## src/rtl/sisc_stat_unit.sv

```systemverilog
// SISC status unit: latches ALU CVNZ status, evaluates branch conditions against it,
// and keeps a small save/restore stack of status words for interrupt entry/return.
module sisc_stat_unit #(
    parameter int DEPTH = 4,
    parameter bit FWD   = 1'b1
) (
    input  logic       clk,
    input  logic       rst_f,
    input  logic [3:0] stat,
    input  logic       stat_en,
    input  logic       br_req,
    input  logic [3:0] br_cc,
    input  logic       br_neg,
    input  logic       sv_push,
    input  logic       sv_pop,
    output logic [3:0] stat_q,
    output logic       br_valid,
    output logic       br_taken,
    output logic [4:0] stk_cnt,
    output logic       stk_err
);

    localparam int         AW      = $clog2(DEPTH);
    localparam logic [4:0] DEPTH_C = 5'(DEPTH);

    logic [3:0]    stk_mem_r [DEPTH];
    logic [3:0]    stat_d_s;
    logic [4:0]    cnt_d_s;
    logic [4:0]    cnt_m1_s;
    logic          err_d_s;
    logic          wr_en_s;
    logic [AW-1:0] wr_idx_s;
    logic [AW-1:0] rd_idx_s;
    logic [3:0]    src_s;
    logic          hit_s;

    // Next-state decode for status register and stack, in push/pop priority order
    always_comb begin
        cnt_m1_s = stk_cnt - 5'd1;
        wr_idx_s = stk_cnt[AW-1:0];
        rd_idx_s = cnt_m1_s[AW-1:0];
        stat_d_s = stat_en ? stat : stat_q;
        cnt_d_s  = stk_cnt;
        err_d_s  = stk_err;
        wr_en_s  = 1'b0;
        if (sv_push && sv_pop) begin
            err_d_s = 1'b1;
        end else if (sv_pop) begin
            if (stk_cnt != 5'd0) begin
                // restored word overrides any concurrent stat_en write
                stat_d_s = stk_mem_r[rd_idx_s];
                cnt_d_s  = cnt_m1_s;
            end else begin
                err_d_s = 1'b1;
            end
        end else if (sv_push) begin
            if (stk_cnt < DEPTH_C) begin
                wr_en_s = 1'b1;
                cnt_d_s = stk_cnt + 5'd1;
            end else begin
                err_d_s = 1'b1;
            end
        end else begin
            cnt_d_s = stk_cnt;
        end
    end

    // Branch condition against the pre-update (optionally forwarded) status
    always_comb begin
        if (FWD && stat_en) begin
            src_s = stat;
        end else begin
            src_s = stat_q;
        end
        hit_s = |(br_cc & src_s);
    end

    // Status register, stack count and sticky fault flag
    always_ff @(posedge clk or negedge rst_f) begin
        if (!rst_f) begin
            stat_q  <= 4'd0;
            stk_cnt <= 5'd0;
            stk_err <= 1'b0;
        end else begin
            stat_q  <= stat_d_s;
            stk_cnt <= cnt_d_s;
            stk_err <= err_d_s;
        end
    end

    // Save-stack storage; a push stores the status value from before this edge
    always_ff @(posedge clk or negedge rst_f) begin
        if (!rst_f) begin
            for (int i = 0; i < DEPTH; i++) begin
                stk_mem_r[i] <= 4'd0;
            end
        end else if (wr_en_s) begin
            stk_mem_r[wr_idx_s] <= stat_q;
        end else begin
            stk_mem_r[wr_idx_s] <= stk_mem_r[wr_idx_s];
        end
    end

    // Branch result: one-cycle valid pulse, decision held until the next request
    always_ff @(posedge clk or negedge rst_f) begin
        if (!rst_f) begin
            br_valid <= 1'b0;
            br_taken <= 1'b0;
        end else if (br_req) begin
            br_valid <= 1'b1;
            br_taken <= hit_s ^ br_neg;
        end else begin
            br_valid <= 1'b0;
        end
    end

endmodule
```

## config.mk

```make
export PLATFORM = sky130hd
export DESIGN_NAME = sisc_stat_unit
export DESIGN_NICKNAME = d
export VERILOG_FILES = /design/src/rtl/sisc_stat_unit.sv
export SDC_FILE = /design/constraint.sdc
export NUM_CORES = 1
export LEC_CHECK = 0
export CAP_MARGIN = 20
export CELL_PAD_IN_SITES_DETAIL_PLACEMENT = 1
export CELL_PAD_IN_SITES_GLOBAL_PLACEMENT = 1
export CORE_MARGIN = 3
export CORE_UTILIZATION = 44
export CTS_CLUSTER_DIAMETER = 120
export DETAILED_ROUTE_END_ITERATION = 6
export MAX_ROUTING_LAYER = met4
export PLACE_DENSITY_LB_ADDON = 0.25
export SLEW_MARGIN = 10
export SYNTH_ARGS = -nofsm -noshare
export SYNTH_HDL_FRONTEND = slang
export SYNTH_SLANG_ARGS = --single-unit
```

## constraint.sdc

```tcl
create_clock -name clk -period 4.4 [get_ports clk]
set_input_delay 0.88 -clock clk [delete_from_list [all_inputs] [get_ports clk]]
set_output_delay 0.88 -clock clk [all_outputs]
set_load 0.02 [all_outputs]
```

---- Word-level counts from Yosys, hierarchy flattened ----
Index checks and enable logic that the tools add are counted.
word-level totals
  ROM bits ................................ 0
  register bits after elaboration ......... 28
  bits in writable memories ............... 0
  word-level logic and storage cells ...... 61
  output and inout bits ................... 12
  memories ................................ 0
  latch bits .............................. 0
  input bits .............................. 15
operators by class
  $add $sub $neg .......................... 2
  divide/modulo/power cells ............... 0
  order comparisons ....................... 4
  reduce and logical (&&, ||, !) cells .... 9
  bitwise logic cells ..................... 5
  mux-type cells .......................... 29
  equal/unequal tests ..................... 3
  $mul .................................... 0
  shifts and indexed selects .............. 0
operators with widths
  kind                                                                  number
  4-bit two-way mux                                                     9
  16-bit bitwise mux                                                    2
  5-bit two-way mux                                                     4
  4-bit binary-select mux with 2-bit select                             2
  16-bit two-way mux                                                    1
  1-bit two-way mux                                                     10
  4-bit demux with 2-bit select                                         1
  3-bit >= comparator, second input constant                            2
  3-bit != test, second input constant                                  2
  2-bit inverter with 3-bit output                                      2
  5-bit by 1-bit adder with 5-bit output, second input constant         1
  5-bit by 3-bit < comparator with 1-bit output, second input constant  1
  5-bit nonzero test                                                    1
  5-bit by 1-bit subtractor with 5-bit output, second input constant    1
  4-bit bitwise AND                                                     1
  4-bit AND reduction                                                   1
  2-bit nonzero test                                                    2
  4-bit OR reduction                                                    1
  3-bit by 1-bit < comparator with 1-bit output, second input constant  1
  3-bit AND reduction                                                   1
  3-bit nonzero test                                                    1
  1-bit logical AND                                                     2
  2-bit by 1-bit != test with 1-bit output, second input constant       1
  1-bit inverter                                                        1
  1-bit XOR                                                             1

---- Longest topological paths before layout ----
  depth in word-level cells ............... 8
  depth in mapped cells ................... 8
  depth with buffers taken out ............ 6

---- Worst setup path before layout ----
OpenSTA, ideal clock, no wires.
  kind .................................... reg-to-reg
  from .................................... reg stk_cnt[0]
  to ...................................... reg stat_q[0]
  path buffers ............................ 2
  library setup time ...................... 125 ps
  arrival time ............................ 2074 ps
  setup slack ............................. 2201 ps
  stages on the path, launching flop included .. 8
  period minus slack after synthesis ...... 2199 ps
  data required time ...................... 4275 ps
  path through ............................ dfrtp_1 > buf_2 > inv_1 > ha_1 > buf_4 > or4b_4 > and2_4 > mux2_4
on the way
  word-level cells in the longest chain between the ends .. 8
  elaborated cells on any way between the ends .. 9
  classes of those cells .................. add/sub: 1; mux: 6; bitwise: 1; reduce/logical: 1
RTL lines
  item                                                    RTL line  text
  from (decl)                                             19        output logic [4:0] stk_cnt,
  from (signal assigned)                                  86        stk_cnt <= cnt_d_s;
  5-bit by 1-bit subtractor with 5-bit output             39        cnt_m1_s = stk_cnt - 5'd1;
  via cnt_m1_s[0]                                         29        logic [4:0] cnt_m1_s;
  2-bit inverter with 3-bit output (implied by the code)  51        stat_d_s = stk_mem_r[rd_idx_s];
  4-bit binary-select mux with 2-bit select               51
  4-bit two-way mux (implied by the code) (2 in series)   51
  4-bit two-way mux                                       49        if (stk_cnt != 5'd0) begin
  4-bit two-way mux                                       48        end else if (sv_pop) begin
  4-bit two-way mux                                       46        if (sv_push && sv_pop) begin
  via stat_d_s[0]                                         27        logic [3:0] stat_d_s;
  to (signal assigned)                                    85        stat_q <= stat_d_s;
  to (decl)                                               16        output logic [3:0] stat_q,
The timed path passes the listed nets, and every way through them passes these cells. The select of a mux whose other input is x is not followed.
A chain may end at the register's enable or synchronous reset.

---- Worst setup path after layout ----
  from .................................... reg stk_cnt[0]
  to ...................................... out stk_cnt[0]
No word-level cell between the ends.

==> impl_summary.txt <==
----------------------------------------------------
[Place]
  Minimum setup slack after placement ... 1.60 ns
  Final GP Congestion ... between 0.7 and 0.8
  Buffers added on ports ... 26
  Instance area at placement ... around 1800 sq um
  HPWL Detailed ... between 2000 and 3000 microns

[Floorplanning]
  Number of rows in the core area ... 20
  Core area ... roughly 3200 sq um
  Total I/O pin count ... 27
  Die outline height ... between 60 and 70 microns
  Width of the chip ... roughly 64 microns
  Die area ... ~4200 sq um
  Effective utilization at floorplan ... between 40% and 50%

[Logic synthesis]
  Net Count, Synth ... between 100 and 150
  Dominant combinational cell family by area after synthesis ... multiplexers
  Post-synthesis share of cell area spent on full adders, half adders and majority gates ... around 4.2%
  Average cell area after synthesis ... approximately 12 sq um
  #FFs+latches synth ... 28
  Syn. warnings ... 0
  Sequential fraction of the synthesis area ... 46.6%
  Post-Syn Area ... roughly 1500 sq um
  Multiplexer share of the synthesized area ... a little over a fifth
  Post-synthesis cell type count ... 31
  Share of the synthesized area in compound gates (AO/OA/AOI/OAI) ... roughly a tenth
  Post-synthesis xor/xnor area fraction ... 2.91%
  Cells after Synth ... about 130
  Synth Area in Simple Gates ... about an eighth

[Clock network]
  CTS Hold Buffers Added ... 0
  Post-CTS setup-driven buffer insertion count ... 0
  Clock latency at the later pin of the worst-skew pair ... between 0.3 and 0.4 ns
  Count of H-tree levels built during CTS ... 1
  Worst-path clk slew ... ~0.15 ns
  Max Root-Sink Buffers ... 2
  CTS tree ... built
  Total clock buffers created by CTS ... 3
  Master cell of the clock root buffer ... sky130_fd_sc_hd__clkbuf_4
  Clk sink count ... 28
  Post-CTS resize count ... 0

[Global route]
  GR Overflow Total ... 0
  Busiest layer in global routing ... met2
  Met2 Use GR ... between 30 and 40%
  Initial antenna violation count ... 0
  Number of global-route vias before repair ... around 1100
  Met3 layer usage reported by global route ... roughly 2.9%
  Wire length of the first global-routing pass ... between 5000 and 6000 microns
  Pin count of the biggest net entering global routing ... 29
  Met1 layer usage reported by global route ... 23.7%
  Overall track demand over capacity in global routing ... 18.4%

[STA]
  Setup repair after global routing missed its margin ... no
  Final worst setup slack ... around 1.7 ns
  Post-route clock period utilization ... about 62%
  Highest clock rate ... approximately 360 MHz
  Setup TNS ... 0 ns
  Post-route minimum period ... between 2 and 3 ns
  Final Slew Violations ... 0
  Slew @ Worst Pin ... between 0.6 and 0.7 ns
  Worst setup skew after layout ... roughly 0.0093 ns
  Final setup violation count ... 0
  Hold Fails Final Rpt ... 0
  Headroom to the max-slew limit ... 53.9%

[Drt]
  1st-pass router iterations ... 4
  Residual DRC count ... 0
  Final wirelength ... 3420 microns
  DR iter-0 viols ... 30
  Number of nets still failing antenna checks after routing ... 0
  Number of vias per cell after detailed routing ... around 5.6
  Routed via count ... ~1100
  DR WL/cell ... between 15 and 20 microns

[Final layout]
  Count of filler cells inserted in the layout ... 340
  Share of post-route cells with drive strength above 1 ... 17.4%
  Area occupied by multi-input gates ... approximately 760 sq um
  Number of antenna repair diodes ... 0
  Number of nets in the layout ... 170
  Final non-filler cell area ... ~1800 sq um
  Storage element area ... approximately 700 sq um
  P&R area growth vs syn ... 21.7%

[Power and ir drop]
  Sw frac ... approximately 40%
  Worst ir drop on vdd ... about 0.47 mV
  Power spent charging and discharging nets ... 0.478 mW
  Relative contribution of sequential cells to total power ... between 40% and 50%
  Static Leakage ... 0.740 nW
  Overall power of the completed layout ... approximately 1.2 mW
  Combinational group share of total power ... about half
  Cell-internal power ... roughly 0.7 mW
  Clock share of power ... between 10% and 20%
  Total power per unit cell area ... between 600 and 700 nW/um^2

[Setup path]
  Data arrival, critical path ... about 1.9 ns
  Dominant delay contributor by cell family on the critical path ... flip-flops
  Sort of element at the start of the critical path ... flop
  Slowest Stage Delay on Critical Path ... 0.81 ns
  Cell chain of the critical path ... clkdlybuf4s50_1
  Crit Path Category ... flop to output port
  Worst Path Required ... approximately 3.5 ns
  Crit path buf inv count ... 1
  Element type at the critical path end ... output port
  Cell at the slowest stage of the critical path ... sky130_fd_sc_hd__dfrtp_1
  CP Max Fanout ... 14

[Job]
  Number of max-cap violations ... 0

[Status]
  Outcome ... finished clean

[Hold path]
  Type of the tightest min-delay check ... flop to flop

----------------------------------------------------
[cells by family (layout without fill, tap and decap cells)]
family,after synthesis,count (layout)
and+or+nand+nor,33,33
DFF,28,28
AOI/OAI and AO/OA,24,24
muxes,20,20
buffers and inverters,10,34
adders and majority gates,5,5
xor gates and xnor gates,5,5
[final timing paths]
path                       cells past startpoint       endpoint  startpoint  slack [ns]
setup / recovery                               1     stk_cnt[0]  stk_cnt[0]        1.66
hold / removal                                 2       br_taken    br_taken        0.53
setup reg to reg                               6     stk_cnt[3]  stk_cnt[0]        1.97
hold reg to reg                                2       br_taken    br_taken        0.53
max in group asynchronous                      2     stk_cnt[0]       rst_f        3.20
min in group asynchronous                      2  stk_mem_r[11]       rst_f        0.93
[area by class of cell]
| cell class | count | area share [%] |
|---|---|---|
| clock buffers | 4 | 1.98 |
| well taps | 44 | 3.01 |
| repair buffers | 27 | 14.6 |
| flip-flops and latches | 28 | 38.3 |
| multi-input cells | 87 | 41.5 |
| inverters | 3 | 0.615 |
[power groups by stage]
stage          logic [mW]  registers [mW]  clock network (mW)
6_report            0.571           0.479               0.121
5_1_grt             0.620           0.500               0.140
4_1_cts             0.578           0.481               0.130
3_5_place_dp        0.575           0.487                   0
3_3_place_gp        0.554           0.478                   0
2_1_floorplan       0.380           0.475                   0
[registers in the layout (all words and copies together) (netlist names)]
register   flops
stk_cnt        5
br_taken       1
stat_q         4
br_valid       1
stk_err        1
stk_mem_r     16
[cell usage after synthesis, drive strengths merged]
cell	count	area (sq um)
nor2	18	67.6
xor2	3	26.3
nor2b	2	12.5
mux4	8	180
o21bai	1	7.51
nand4b	1	8.76
clkbuf	2	8.75
nand2	3	11.3
inv	3	11.3
nor4	1	21.3
mux2	8	105
a211o	1	8.76
nand4	1	6.26
a22oi	3	36.3
dfrtp	28	701
or4b	1	13.8
xnor2	2	17.5
nor3	1	5.00
mux2i	4	43.8
ha	5	62.6
and2	1	8.76
nand2b	1	6.26
a21oi	19	95.1
nand3	3	15.0
buf	5	23.8
[tightest hold or removal path: stages, from the launching register on]
cell	delay (ns)
sky130_fd_sc_hd__dfrtp_1	0.38
sky130_fd_sc_hd__nand2_1	0.06
sky130_fd_sc_hd__nand3_1	0.07
[routing by layer]
metal / routed length [microns] / vias up
li1: - / 492
met1: 1500 / 544
met2: 1710 / 35
met3: 192 / 2
met4: 21 / 0
met5: 0 / -
[per-stage QoR]
| step | utilization, % | hold slack (ns) | cells |
|---|---|---|---|
| 3_3_place_gp | 56.9 | 0.477 | 189 |
| 5_1_grt | 58.1 | 0.551 | 193 |
| 6_report | 58.1 | 0.530 | 193 |
| 2_1_floorplan | - | 0.500 | 125 |
| 4_1_cts | 58.1 | 0.532 | 193 |
| 3_5_place_dp | 56.9 | 0.495 | 189 |
[placed cells by master (no fill, tap or decap), types with 2 or more instances in the layout]
| cell type | n |
|---|---|
| sky130_fd_sc_hd__dfrtp_1 | 28 |
| sky130_fd_sc_hd__clkdlybuf4s50_1 | 26 |
| sky130_fd_sc_hd__a21oi_1 | 19 |
| sky130_fd_sc_hd__nor2_1 | 18 |
| sky130_fd_sc_hd__mux4_2 | 8 |
| sky130_fd_sc_hd__ha_1 | 5 |
| sky130_fd_sc_hd__mux2_2 | 4 |
| sky130_fd_sc_hd__mux2_4 | 4 |
| sky130_fd_sc_hd__inv_1 | 3 |
| sky130_fd_sc_hd__nand2_1 | 3 |
| sky130_fd_sc_hd__mux2i_1 | 3 |
| sky130_fd_sc_hd__nand3_1 | 3 |
| sky130_fd_sc_hd__xor2_1 | 3 |
| sky130_fd_sc_hd__clkbuf_4 | 3 |
| sky130_fd_sc_hd__nor2b_1 | 2 |
| sky130_fd_sc_hd__xnor2_1 | 2 |
| sky130_fd_sc_hd__a22oi_1 | 2 |
Note: power is estimated with default switching activity, not from simulation.
